$ cat src/rtl/color_demixer_pkg.sv
// color_demixer_pkg
//   Shared types and constants for the RGB PWM demixer. It holds the FSM state
//   encoding, the frame geometry, the channel width and the channel order
//   inside the packed {R,G,B} buses.
package color_demixer_pkg;

  typedef enum logic {
    ACQUIRE = 1'b0,
    MEASURE = 1'b1
  } state_e;

  localparam int FRAME_LEN = 256;
  localparam int CH_W      = 8;
  // One extra bit so that a line stuck high for a whole frame (256 cycles)
  // can be told apart from the largest legal code (255).
  localparam int HC_W      = CH_W + 1;

  // Channel index in rgb_pwm_i and in the 3-entry per-channel arrays.
  localparam int R = 2;
  localparam int G = 1;
  localparam int B = 0;

  typedef logic [CH_W-1:0] pos_t;
  typedef logic [HC_W-1:0] hc_t;

  localparam pos_t POS_LAST = pos_t'(FRAME_LEN - 1);
  localparam hc_t  HC_MAX   = hc_t'(FRAME_LEN);

endpackage

$ cat src/rtl/pwm_channel_meter.sv
// pwm_channel_meter
//   Measures one synchronised PWM line over one frame.
//   Ports:
//     clk_i, rst_ni : clock, synchronous active-low reset
//     pwm_s         : synchronised PWM line
//     pos           : frame position of the current cycle (0 = first cycle)
//     frame_s       : synchronised end-of-frame strobe; clears the state
//     clear         : extra clear (frame discarded, or FSM not measuring)
//     hc            : high count including the current cycle, saturating at 256
//     fmt_err       : format flag including the current cycle
//   Both outputs already include the current sample, so the top level can
//   judge a frame in its strobe cycle, whose sample is part of that frame.
module pwm_channel_meter
  import color_demixer_pkg::*;
(
  input  logic clk_i,
  input  logic rst_ni,
  input  logic pwm_s,
  input  pos_t pos,
  input  logic frame_s,
  input  logic clear,
  output hc_t  hc,
  output logic fmt_err
);

  hc_t  hc_q;
  logic prev_q;
  logic fmt_q;
  logic rise;

  assign rise = pwm_s & ~prev_q;

  // Saturating add of the current sample.
  assign hc = (pwm_s && (hc_q != HC_MAX)) ? hc_q + hc_t'(1) : hc_q;

  // A legal pulse may only rise in the first cycle of the frame; prev_q then
  // holds the previous frame's strobe-cycle sample.
  assign fmt_err = fmt_q | (rise & (pos != '0));

  // NOTE: sequential state is written with non-blocking assignments only, so
  // every flop samples the pre-edge values no matter the statement order.
  always_ff @(posedge clk_i) begin
    if (!rst_ni) begin
      hc_q   <= '0;
      prev_q <= 1'b0;
      fmt_q  <= 1'b0;
    end else begin
      // The edge detector keeps tracking across frame boundaries.
      prev_q <= pwm_s;
      if (clear || frame_s) begin
        hc_q  <= '0;
        fmt_q <= 1'b0;
      end else begin
        hc_q  <= hc;
        fmt_q <= fmt_err;
      end
    end
  end

endmodule

$ cat src/rtl/color_demixer.sv
// color_demixer
//   Recovers a 24-bit RGB code from three PWM lines and the mixer's
//   end-of-frame strobe by measuring each line's high time over a 256-cycle
//   frame, and presents each code on a valid/ready output.
//   Parameters:
//     SYNC_STAGES : synchroniser depth on rgb_pwm_i and frame_i (1..4)
//   Ports:
//     clk_i, rst_ni : clock, synchronous active-low reset
//     rgb_pwm_i     : PWM lines {R,G,B}, asynchronous to clk_i
//     frame_i       : one-cycle strobe in the last cycle of each frame
//     color_o       : decoded code {R,G,B}
//     valid_o       : color_o holds an unconsumed code
//     ready_i       : consumer accepts when valid_o && ready_i
//     locked_o      : FSM is in MEASURE
//     err_o         : one-cycle pulse, the current frame was discarded
//     overrun_o     : one-cycle pulse, an unconsumed code was overwritten
module color_demixer
  import color_demixer_pkg::*;
#(
  parameter int SYNC_STAGES = 2
) (
  input  logic                clk_i,
  input  logic                rst_ni,
  input  logic [2:0]          rgb_pwm_i,
  input  logic                frame_i,
  output logic [3*CH_W-1:0]   color_o,
  output logic                valid_o,
  input  logic                ready_i,
  output logic                locked_o,
  output logic                err_o,
  output logic                overrun_o
);

  // Strobe and PWM lines share one shift register so that their relative
  // alignment survives synchronisation.
  logic [3:0] sync_q [SYNC_STAGES];
  logic [2:0] pwm_s;
  logic       frame_s;

  always_ff @(posedge clk_i) begin
    if (!rst_ni) begin
      for (int i = 0; i < SYNC_STAGES; i++) sync_q[i] <= '0;
    end else begin
      sync_q[0] <= {frame_i, rgb_pwm_i};
      for (int i = 1; i < SYNC_STAGES; i++) sync_q[i] <= sync_q[i-1];
    end
  end

  assign pwm_s   = sync_q[SYNC_STAGES-1][2:0];
  assign frame_s = sync_q[SYNC_STAGES-1][3];

  state_e            state_q, state_d;
  pos_t              pos_q, pos_d;
  logic              meter_clear;
  hc_t               hc [3];
  logic [2:0]        fmt_err;

  for (genvar ch = 0; ch < 3; ch++) begin : g_meter
    pwm_channel_meter u_meter (
      .clk_i   (clk_i),
      .rst_ni  (rst_ni),
      .pwm_s   (pwm_s[ch]),
      .pos     (pos_q),
      .frame_s (frame_s),
      .clear   (meter_clear),
      .hc      (hc[ch]),
      .fmt_err (fmt_err[ch])
    );
  end

  logic              any_sat;
  logic              frame_bad;
  logic [3*CH_W-1:0] color_d;
  logic              publish;
  logic              err_d;

  assign any_sat   = (hc[R] == HC_MAX) | (hc[G] == HC_MAX) | (hc[B] == HC_MAX);
  assign frame_bad = (pos_q != POS_LAST) | (|fmt_err) | any_sat;
  assign color_d   = {hc[R][CH_W-1:0], hc[G][CH_W-1:0], hc[B][CH_W-1:0]};

  // NOTE: every signal written here gets a default first, so no path through
  // the case leaves one unassigned and no latch is inferred.
  always_comb begin
    state_d     = state_q;
    pos_d       = pos_q;
    meter_clear = 1'b0;
    publish     = 1'b0;
    err_d       = 1'b0;
    case (state_q)
      ACQUIRE: begin
        meter_clear = 1'b1;
        pos_d       = '0;
        if (frame_s) state_d = MEASURE;
      end
      MEASURE: begin
        if (frame_s) begin
          pos_d = '0;
          if (frame_bad) err_d   = 1'b1;
          else           publish = 1'b1;
        end else if (pos_q == POS_LAST) begin
          // Strobe missing where the frame should end: sync is lost.
          state_d     = ACQUIRE;
          pos_d       = '0;
          meter_clear = 1'b1;
          err_d       = 1'b1;
        end else begin
          pos_d = pos_q + pos_t'(1);
        end
      end
      default: begin
        state_d     = ACQUIRE;
        pos_d       = '0;
        meter_clear = 1'b1;
      end
    endcase
  end

  logic [3*CH_W-1:0] color_q;
  logic              valid_q;
  logic              err_q;
  logic              overrun_q;

  always_ff @(posedge clk_i) begin
    if (!rst_ni) begin
      state_q   <= ACQUIRE;
      pos_q     <= '0;
      color_q   <= '0;
      valid_q   <= 1'b0;
      err_q     <= 1'b0;
      overrun_q <= 1'b0;
    end else begin
      state_q   <= state_d;
      pos_q     <= pos_d;
      err_q     <= err_d;
      overrun_q <= publish & valid_q & ~ready_i;
      // A publish overrides a same-cycle accept: the new code stays valid.
      if (publish) begin
        color_q <= color_d;
        valid_q <= 1'b1;
      end else if (valid_q && ready_i) begin
        valid_q <= 1'b0;
      end
    end
  end

  assign color_o   = color_q;
  assign valid_o   = valid_q;
  assign err_o     = err_q;
  assign overrun_o = overrun_q;
  assign locked_o  = (state_q == MEASURE);

endmodule
$ cat config.mk
export PLATFORM = sky130hd
export DESIGN_NAME = color_demixer
export DESIGN_NICKNAME = d
export VERILOG_FILES = /design/src/rtl/color_demixer_pkg.sv /design/src/rtl/pwm_channel_meter.sv /design/src/rtl/color_demixer.sv
export SDC_FILE = /design/constraint.sdc
export NUM_CORES = 1
export LEC_CHECK = 0
export BUFFER_PORTS_ARGS = -buffer_cell sky130_fd_sc_hd__buf_2
export CORE_MARGIN = 2
export CORE_UTILIZATION = 58
export DETAILED_ROUTE_END_ITERATION = 8
export MAX_ROUTING_LAYER = met4
export PLACE_DENSITY_LB_ADDON = 0.3
export SLEW_MARGIN = 10
export SYNTH_ARGS = -nofsm -noshare
export SYNTH_HDL_FRONTEND = slang
export SYNTH_SLANG_ARGS = --single-unit
$ cat constraint.sdc
create_clock -name clk_i -period 3.61 [get_ports clk_i]
set_clock_uncertainty 0.15 [all_clocks]
set_input_delay 0.5415 -clock clk_i [delete_from_list [all_inputs] [get_ports clk_i]]
set_output_delay 0.5415 -clock clk_i [all_outputs]
set_load 0.1 [all_outputs]
==> results of run 1 <==
-- stage by stage --
step	util [%]	area [µm²]	hold slack [ns]	worst slack, ns	std cells
after CTS	67.3	3980	0.232	0.181	504
after detailed placement	63.7	3770	0.272	0.202	488
after global placement	63.7	3770	0.265	0.285	488
final	67.5	4000	0.246	0.688	506
after floorplan	-	3570	0.262	0.894	396
after global routing	67.5	4000	0.237	0.585	506
-- layout make-up --
cell class	count	area [µm²]
Clock buffer	11	151
Clock inverter	5	58.8
Fill cell	454	1920
Inverter	15	56.3
Multi-Input combinational cell	282	1870
Sequential cell	77	1540
Tap cell	75	93.8
Timing Repair Buffer	41	223
-- cell families (layout without fill, tap and decap cells) --
| kind of cell | Yosys count | after routing | share of synthesized area (%) |
|---|---|---|---|
| AO/OA/AOI/OAI | 25 | 25 | 5.36 |
| XOR/XNOR | 32 | 32 | 7.85 |
| adder cells (fa/ha/maj) | 8 | 8 | 2.80 |
| buffers and inverters | 37 | 72 | 4.31 |
| flip-flops | 77 | 77 | 43.2 |
| multiplexers | 30 | 30 | 8.73 |
| AND/OR/NAND/NOR | 187 | 187 | 27.8 |
-- per-layer routing --
metal	wire length, µm	vias to the layer above	global-route usage (%)
met5	0	-	-
met4	170	0	10.2
met3	289	15	6.09
met2	3090	67	35.2
met1	2930	1268	25.3
li1	-	1378	-
-- critical path, delay by kind of cell, from the launching register on --
kind,cells,cell delay (ns)
AO/OA/AOI/OAI,1,0.19
buffers and inverters,1,0.23
flip-flops,1,0.35
multiplexers,2,0.72
AND/OR/NAND/NOR,3,1.18
-- worst max path at each step --
| stage | to | slack (ns) | depth (start not counted) |
|---|---|---|---|
| after floorplan | color_o[20] | 0.89 | 8 |
| after global placement | color_o[4] | 0.28 | 7 |
| after detailed placement | color_o[7] | 0.20 | 8 |
| after CTS | color_o[7] | 0.18 | 8 |
| after global routing | color_o[12] | 0.58 | 7 |
| final | color_o[7] | 0.69 | 7 |
-- sequential cells by signal, indices dropped and copies added (netlist names), 3 cells and up --
register and count:
sync_q 8, color_o 24, pos_q 8, g_meter.u_meter.hc_q 27
g_meter.u_meter.prev_q 3, g_meter.u_meter.fmt_q 3
-- power groups by stage --
| stage | Combinational (W) | Sequential [W] | Clock [W] |
|---|---|---|---|
| 5_1_grt | 0.0000476 | 0.000860 | 0.000724 |
| 4_1_cts | 0.0000433 | 0.000859 | 0.000687 |
| 2_1_floorplan | 0.0000280 | 0.000883 | 0 |
| 3_3_place_gp | 0.0000423 | 0.000879 | 0 |
| 6_report | 0.0000427 | 0.000859 | 0.000670 |
| 3_5_place_dp | 0.0000429 | 0.000879 | 0 |
-- layout by cell type (no fill, tap or decap), drive strengths merged, types with 2 or more instances in the layout --
| master | Yosys | layout |
|---|---|---|
| dfxtp | 77 | 77 |
| nor2 | 44 | 44 |
| buf | 5 | 41 |
| nand2 | 39 | 39 |
| nor2b | 21 | 21 |
| mux2i | 21 | 21 |
| xnor2 | 20 | 20 |
| and2 | 19 | 19 |
| inv | 15 | 15 |
| nand3 | 14 | 14 |
| xor2 | 12 | 12 |
| clkbuf | 17 | 11 |
| nand2b | 9 | 9 |
| mux2 | 9 | 9 |
| and3 | 8 | 8 |
| ha | 8 | 8 |
| nand4 | 7 | 7 |
| nor3 | 7 | 7 |
| a21oi | 6 | 6 |
| and4 | 4 | 4 |
| or3 | 3 | 3 |
| a31oi | 2 | 2 |
| nor4 | 2 | 2 |
| clkinvlp | 0 | 2 |
| o21ai | 2 | 2 |
| nor4b | 2 | 2 |
| or2 | 2 | 2 |
| clkinv | 0 | 2 |
-- repair_timing --
action                     4_1_cts  5_1_grt
setup endpoints to repair        0        5
hold buffers                     0        0
setup buffers                    0        2
==> out/metrics.yaml, run 1 <==
numCtsBuffers: 9
yosysSeqAreaShare_pct: 43.2
seqPwrFrac_pct: 54.7
hp-start: "rgb_pwm_i[1]"
wire_per_inst_um: 12.8
nets: 441
cts_tree: "done"
start_util_pct: 60.3
clkLatencyLatePin_ns: 0.35
fp.coreArea_mm2: 0.00592
area_delta_synth_final_pct: 12.0
synth-edff-count: 0
drc: 0
synthTopCellsByCount: "dfxtp_1, nor2_1, nand2_1, mux2i_1, nor2b_1"
drt-total-wl_um: 6480
synth_nets: 411
grt_first_pass_wirelength_um: 11000
hold_viol: 0
hp-class: "input pin to register"
layout-drive-gt1-share_pct: 15.1
async_flop_share_pct: 0
synth_area_mm2: 0.00357
criticalPathCategory: "register to register"
max_freq_mhz: 342
final-setup-viol-count: 0
hold_depth: 2
grt_usage_pct: 21.9
post-synth-top-count-cell: "dfxtp_1"
internal-power_w: 0.00123
yosysWarnings: 0
port-buffer-count: 34
slowest_stage: "or4_1"
antenna_found_initial: 0
pwr_density_cell_mw_per_mm2: 393
cpPeakStageDelay_ns: 0.58
netlist.top_cell.by_area: "dfxtp_1"
whs_endpoint: "sync_q[0][1]"
die_w_um: 82.5
first_pass_iters: 5
period_needed_ns: 2.92
ys_seq_elements: 77
ant_nets: 0
cp-startpoint: "g_meter[1].u_meter.hc_q[2]"
comb_power_share_pct: 2.7
place.gp.congestion: 0.865
cts_resized: 0
ys.flop_type: "dfxtp_1"
finalPower_w: 0.00157
peakVddDrop_mv: 0.280
synth_area_leaders: "dfxtp_1, mux2i_1, xnor2_1, nor2_1, nand2_1"
cp.required_ns: 3.70
io_pins: 35
dieArea_mm2: 0.00680
setup.worst_path.end_class: "register"
grt_max_degree: 64
status: "finished, final reports clean"
relSlewSlack_pct: 37.4
drtIter0Drc: 75
via_count: 2728
crit_chain: "or4_1 -> o21ai_2 -> mux2_2 -> nor4b_2 -> nor4b_4 -> buf_4 -> mux2_1"
rr_worst_depth: 7
cp.arrival_ns: 3.01
grt_pass1_vias: 2489
synth.top_cell.area_share_pct: 43.2
clock-sinks: 77
grt_setup_unrepaired: "no"
netSwitchingPower_w: 0.000345
num_antenna_cells: 0
overflow: 0
switching_share_pct: 22.0
r2r_slack_ns: 0.69
worstSetupStartpointType: "register"
clock_path_buffers: 2
crit_fanout: 13
post_drt_via_cell_ratio: 5.39
timing.rr.end: "color_o[7]"
place.detailed.hpwl_um: 4490
p_leak_nw: 1.57
slew_viol_final: 0
pwr-share-clk_pct: 42.6
clockRootBuffer: "clkbuf_8"
synth_cells: 396
fp.dieH_um: 82.5
rows: 28
avgSynthCellArea_um2: 9.01
drv_cap: 0
h-tree-depth: 3
reg2reg_from: "g_meter[1].u_meter.hc_q[2]"
yosys.cell_types.count: 53
tns_ns: 0
worstMarginPinSlew_ns: 0.939
path_clk_slew_ns: 0.07
fin_crit_sh_pct: 80.9
Note: power is estimated with default switching activity, not from simulation.
==> inputs of run 2 (changes only) <==
Clock period 3.61 ns to 2.89 ns, I/O delays scaled along.
==> run 2 against run 1 <==
Compared with the run above:
- maximum frequency increased by 5.5%
- register-to-register slack got worse by 0.57 ns
- die area unchanged
- sequential power increased by 25%
- flip-flop and latch count unchanged
- global-route usage increased by 0.83 points
- utilization increased by 1.9 points
- largest cell class unchanged
- largest power group unchanged
==> out/metrics.yaml, run 2 (synthesis results as in run 1) <==
status: "finished, final reports clean"
slowest_stage: "nor4b_4"
overflow: 0  # unchanged
final_cell_mix: "dfxtp_1, nor2_1, nand2_1"
cts_hold_buf: 0  # unchanged
place.detailed.hpwl_um: 4830  # +7.6%
crit_chain: "ha_1 -> nand2_1 -> or3_1 -> a211oi_2 -> o41ai_2 -> nor4b_4 -> buf_4 -> mux2_1"
max_freq_mhz: 361  # +5.5%
die_w_um: 82.5  # unchanged
start_util_pct: 60.3  # unchanged
hold_depth: 2  # unchanged
worst-path-buf-inv: 1  # unchanged
drt-total-wl_um: 7090  # +9.5%
clock-sinks: 77  # unchanged
r2r_slack_ns: 0.12  # -0.57 ns
peakVddDrop_mv: 0.306  # +9.3%
io_pins: 35  # unchanged
met3_length_um: 333  # +15%
relSlewSlack_pct: 67.5  # +30 points
grt_max_degree: 30  # -53%
h-tree-depth: 3  # unchanged
clock_path_buffers: 2  # unchanged
area_delta_synth_final_pct: 15.2
whs_endpoint: "sync_q[0][2]"
cts_tree: "done"
clockRootBuffer: "clkbuf_8"
slew_viol_final: 0  # unchanged
grt_pass1_vias: 2545  # +2.2%
largest_register_ffs: 27  # unchanged
worstMarginPinSlew_ns: 0.488  # -0.451 ns
wire_per_inst_um: 13.9  # +8.2%
reg2reg_from: "pos_q[0]"
pwr_density_cell_mw_per_mm2: 483  # +23%
m1WireLength_um: 3320  # +13%
clkLatencyLatePin_ns: 0.35  # about the same
hold_viol: 0  # unchanged
grt_usage_pct: 22.7  # +0.83 points
timing.rr.end: "color_o[20]"
fin_crit_sh_pct: 95.9  # +15 points
hp-class: "input pin to register"
cp.required_ns: 2.98  # -0.72 ns
fp.dieH_um: 82.5  # unchanged
p_leak_nw: 1.61  # +2.6%
layout-drive-gt1-share_pct: 17.2  # +2.1 points
grt_first_pass_wirelength_um: 11500  # +4.8%
fp.coreArea_mm2: 0.00592  # unchanged
worstSetupStartpointType: "register"
path_clk_slew_ns: 0.08  # about the same
n_fill_cell: 474  # +4.4%
cp.arrival_ns: 2.86  # -0.15 ns
rr_worst_depth: 8  # +1
via_count: 2733  # +0.18%
hp-start: "rgb_pwm_i[2]"
ant_nets: 0  # unchanged
drtIter0Drc: 138  # +84%
whs_ns: 0.132  # -0.115 ns
place.gp.congestion: 0.870  # +0.61%
first_pass_iters: 4  # -1
numCtsBuffers: 9  # unchanged
final-setup-viol-count: 0  # unchanged
period_needed_ns: 2.77  # -0.152 ns
tns_ns: 0  # unchanged
dieArea_mm2: 0.00680  # unchanged
crit_fanout: 4  # -9
highest_layer: "met4"
criticalPathCategory: "register to register"
setup.worst_path.end_class: "register"
cpPeakStageDelay_ns: 0.45  # -0.13 ns
max_flop_register: "g_meter.u_meter.hc_q"
drc: 0  # unchanged
post_drt_via_cell_ratio: 5.34  # -0.99%
drv_cap: 0  # unchanged
nets: 447  # +1.4%
finalPower_w: 0.00199  # +26%
port-buffer-count: 34  # unchanged
antenna_found_initial: 0  # unchanged
num_antenna_cells: 0  # unchanged
wl_met2_um: 3330  # +7.7%
critPathTopFamily: "simple AND/OR/NAND/NOR gates"
final_common_cell: "dfxtp_1"
rows: 28  # unchanged
run 2: worst max path at each step:
stage               slack [ns]                       start  cells after the start     endpoint
floorplan                 0.17  g_meter[1].u_meter.hc_q[5]                      8  color_o[20]
global placement          0.15  g_meter[1].u_meter.hc_q[2]                      7   color_o[4]
detailed placement        0.07  g_meter[1].u_meter.hc_q[2]                      7   color_o[7]
CTS                       0.05  g_meter[1].u_meter.hc_q[2]                      7   color_o[7]
global route             -0.02                    pos_q[0]                      9  color_o[13]
finish                    0.12                    pos_q[0]                      8  color_o[20]
run 2: area by class of cell:
class	instances	area (µm²)	area share, %
Clock inverter	5	58.8	1.43
Inverter	15	56.3	1.37
Sequential cell	77	1540	37.5
Tap cell	75	93.8	2.28
Multi-Input combinational cell	282	1920	46.6
Clock buffer	11	151	3.68
Timing Repair Buffer	47	293	7.12
run 2: per-stage QoR:
step	cells	area, µm²	setup slack, ns	util [%]
final	512	4110	0.120	69.5
after global routing	512	4110	-0.0211	69.5
after CTS	509	4030	0.0475	68.1
after detailed placement	493	3820	0.0699	64.6
after global placement	493	3820	0.146	64.6
after floorplan	396	3570	0.174	-
run 2: metal layers:
metal / track usage [%] / up-vias
li1: - / 1395
met5: - / -
met3: 5.22 / 11
met4: 8.50 / 0
met1: 28.6 / 1266
met2: 35.6 / 61
run 2: worst register-to-register path: stages, from the launching register on:
cell	delay [ns]
dfxtp_1	0.40
ha_1	0.23
nand2_1	0.08
or3_1	0.40
a211oi_2	0.27
o41ai_2	0.17
nor4b_4	0.45
buf_4	0.18
mux2_1	0.32
run 2: where the power goes:
| part | internal, W | total [W] | switching [W] | leakage [nW] |
|---|---|---|---|---|
| Combinational | 0.0000210 | 0.0000583 | 0.0000373 | 0.884 |
| Clock | 0.000446 | 0.000854 | 0.000408 | 0.102 |
| Sequential | 0.00107 | 0.00107 | 0.00000583 | 0.622 |
run 2: what timing repair did:
action | CTS | global route
resized for setup | 0 | 6
setup buffers | 0 | 3
setup endpoints to repair | 0 | 5
hold endpoints to repair | 0 | 0
==> inputs of run 3 (changes only) <==
Settings changed: CORE_UTILIZATION 58 to 55, REMOVE_ABC_BUFFERS set to 1, SLEW_MARGIN 10 to not set.
==> run 3 against run 2 <==
Compared with the run above:
- worst hold slack better by 0.0090 ns
- routed wire length is 7.8% higher
- worst setup slack improved by 0.015 ns
- clock-buffer cell count down 1
- cell count grew 11%
- first-iteration DRC count is 3.6% higher
- sequential share of layout area is 3.2 points lower
- utilization up 1.7 points
- via count grew 8.4%
- sequential power hardly changed
- flip-flop and latch count unchanged
- total power grew 1.9%
- critical endpoint is now color_o[4]
- largest power group unchanged
- highest routed layer unchanged
==> out/metrics.yaml, run 3 (synthesis results as in run 1) <==
status: "finished, final reports clean"
fp.coreArea_mm2: 0.00631  # +6.6%
rows: 29  # +3.6%
p_leak_nw: 1.90  # +18%
period_needed_ns: 2.76  # -0.0153 ns
final_cell_mix: "dfxtp_1, buf_4, nor2_1"
worst-path-buf-inv: 1  # unchanged
slew_viol_final: 0  # unchanged
cts_hold_buf: 0  # unchanged
comb_power_share_pct: 3.2  # +0.3 points
h-tree-depth: 3  # unchanged
place.gp.congestion: 0.852  # -2.1%
max_freq_mhz: 363  # +0.56%
fp.dieH_um: 84.6  # +2.6%
grt_usage_pct: 22.8  # +0.080 points
via_count: 2963  # +8.4%
die_w_um: 84.6  # +2.6%
cp.required_ns: 2.97  # about the same
grt_pass1_vias: 2927  # +15%
start_util_pct: 56.5  # -3.8 points
dieArea_mm2: 0.00715  # +5.2%
grt_max_degree: 39  # +30%
crit_fanout: 9  # +5
num_antenna_cells: 0  # unchanged
peakVddDrop_mv: 0.353  # +15%
final_common_cell: "dfxtp_1"
port-buffer-count: 34  # unchanged
switching_share_pct: 21.9  # -0.76 points
worstSetupStartpointType: "register"
worstMarginPinSlew_ns: 0.493  # +0.00520 ns
ant_nets: 0  # unchanged
hold_viol: 0  # unchanged
cp.arrival_ns: 2.83  # -0.03 ns
relSlewSlack_pct: 67.4  # -0.12 points
overflow: 0  # unchanged
grt_first_pass_wirelength_um: 12900  # +12%
post_drt_via_cell_ratio: 5.22  # -2.3%
slowest_stage: "or4_1"
final-setup-viol-count: 0  # unchanged
criticalPathCategory: "register to register"
io_pins: 35  # unchanged
n_fill_cell: 490  # +3.4%
drt-total-wl_um: 7650  # +7.8%
crit_chain: "or4_1 -> o22ai_1 -> o211ai_1 -> nor4b_4 -> nor4b_4 -> buf_4 -> mux2_1"
max_flop_register: "g_meter.u_meter.hc_q"
utilization_pct: 71.1  # +1.7 points
critPathTopFamily: "simple AND/OR/NAND/NOR gates"
setup.worst_path.end_class: "register"
seqPwrFrac_pct: 52.9  # -1.2 points
pwr-share-clk_pct: 43.9  # +0.9 points
area_delta_synth_final_pct: 25.8
first_pass_iters: 4  # unchanged
cpPeakStageDelay_ns: 0.56  # +0.11 ns
finalPower_w: 0.00202  # +1.9%
layout-drive-gt1-share_pct: 25.7  # +8.5 points
place.detailed.hpwl_um: 5290  # +9.6%
clock-sinks: 77  # unchanged
hp-class: "input pin to register"
pwr_density_cell_mw_per_mm2: 451  # -6.7%
netSwitchingPower_w: 0.000444  # -1.5%
cts_tree: "done"
path_common_cell: "nor4b_4"
fin_crit_sh_pct: 95.3  # -0.53 points
clkLatencyLatePin_ns: 0.35  # about the same
clockRootBuffer: "clkbuf_8"
antenna_found_initial: 0  # unchanged
drv_cap: 0  # unchanged
nets: 501  # +12%
largest_register_ffs: 27  # unchanged
grt_setup_unrepaired: "no"
internal-power_w: 0.00158  # +2.9%
drc: 0  # unchanged
tns_ns: 0  # unchanged
drtIter0Drc: 143  # +3.6%
r2r_slack_ns: 0.13  # +0.02 ns
path_clk_slew_ns: 0.09  # about the same
wire_per_inst_um: 13.5  # -2.8%
numCtsBuffers: 9  # unchanged
clock_path_buffers: 2  # unchanged
==> run 3: cell count changes in the layout (fill, tap and decap cells not counted), sizes merged <==
cell,change
buf,+54
bufinv,+1
clkbuf,-1
clkinvlp,-1
inv,+1
==> run 3: timing repair <==
action                                 in CTS  in global routing
setup endpoints to repair                  25                 23
resized for setup                           0                  4
setup buffers                               3                  0
pin swaps                                   1                  1
endpoints found under the hold margin       0                  0
==> run 3: through the flow <==
stage / instance area (µm²) / cells / hold slack [ns] / worst slack (ns)
final: 4490 / 568 / 0.141 / 0.135
after global routing: 4490 / 568 / 0.141 / 0.0301
after CTS: 4460 / 568 / 0.131 / 0.00464
after detailed placement: 4220 / 549 / 0.269 / -0.323
after global placement: 4220 / 549 / 0.266 / -0.187
after floorplan: 3470 / 374 / 0.262 / -0.334
==> run 3: layer usage <==
metal  up-vias  track usage (%)  wire length (µm)
met5         -                -                 0
met4         0             9.96               132
met3        13             4.33               193
met2        38             36.6              3760
met1      1403             27.9              3570
li1       1509                -                 -
==> run 3: power groups by stage <==
stage / sequential [W] / combinational, W / clock [W]
3_5_place_dp: 0.00110 / 0.0000628 / 0
4_1_cts: 0.00107 / 0.0000634 / 0.000897
2_1_floorplan: 0.00110 / 0.0000232 / 0
6_report: 0.00107 / 0.0000639 / 0.000888
5_1_grt: 0.00107 / 0.0000696 / 0.000948
3_3_place_gp: 0.00110 / 0.0000613 / 0
==> run 3: area by class of cell <==
cell class	instances	area, µm²	area share (%)
clock buffer	10	128	2.84
clock inverter	6	86.3	1.92
inverter	15	56.3	1.25
multi-input combinational	282	1910	42.5
sequential	77	1540	34.3
tap	77	96.3	2.15
timing repair buffer	101	673	15.0
==> run 3: worst register-to-register path: cells and delay by family, from the launching register on <==
family                 cells  cell delay [ns]
DFF                        1             0.36
muxes                      1             0.33
and+or+nand+nor            3             1.09
AOI/OAI and AO/OA          2             0.49
buffers and inverters      1             0.21
==> run 3: final timing paths <==
check | startpoint | endpoint | depth (start not counted)
max | g_meter[1].u_meter.hc_q[3] | color_o[4] | 7
min | frame_i | sync_q[0][3] | 2
max reg2reg | g_meter[1].u_meter.hc_q[3] | color_o[4] | 7
min reg2reg | sync_q[0][1] | sync_q[0][5] | 1
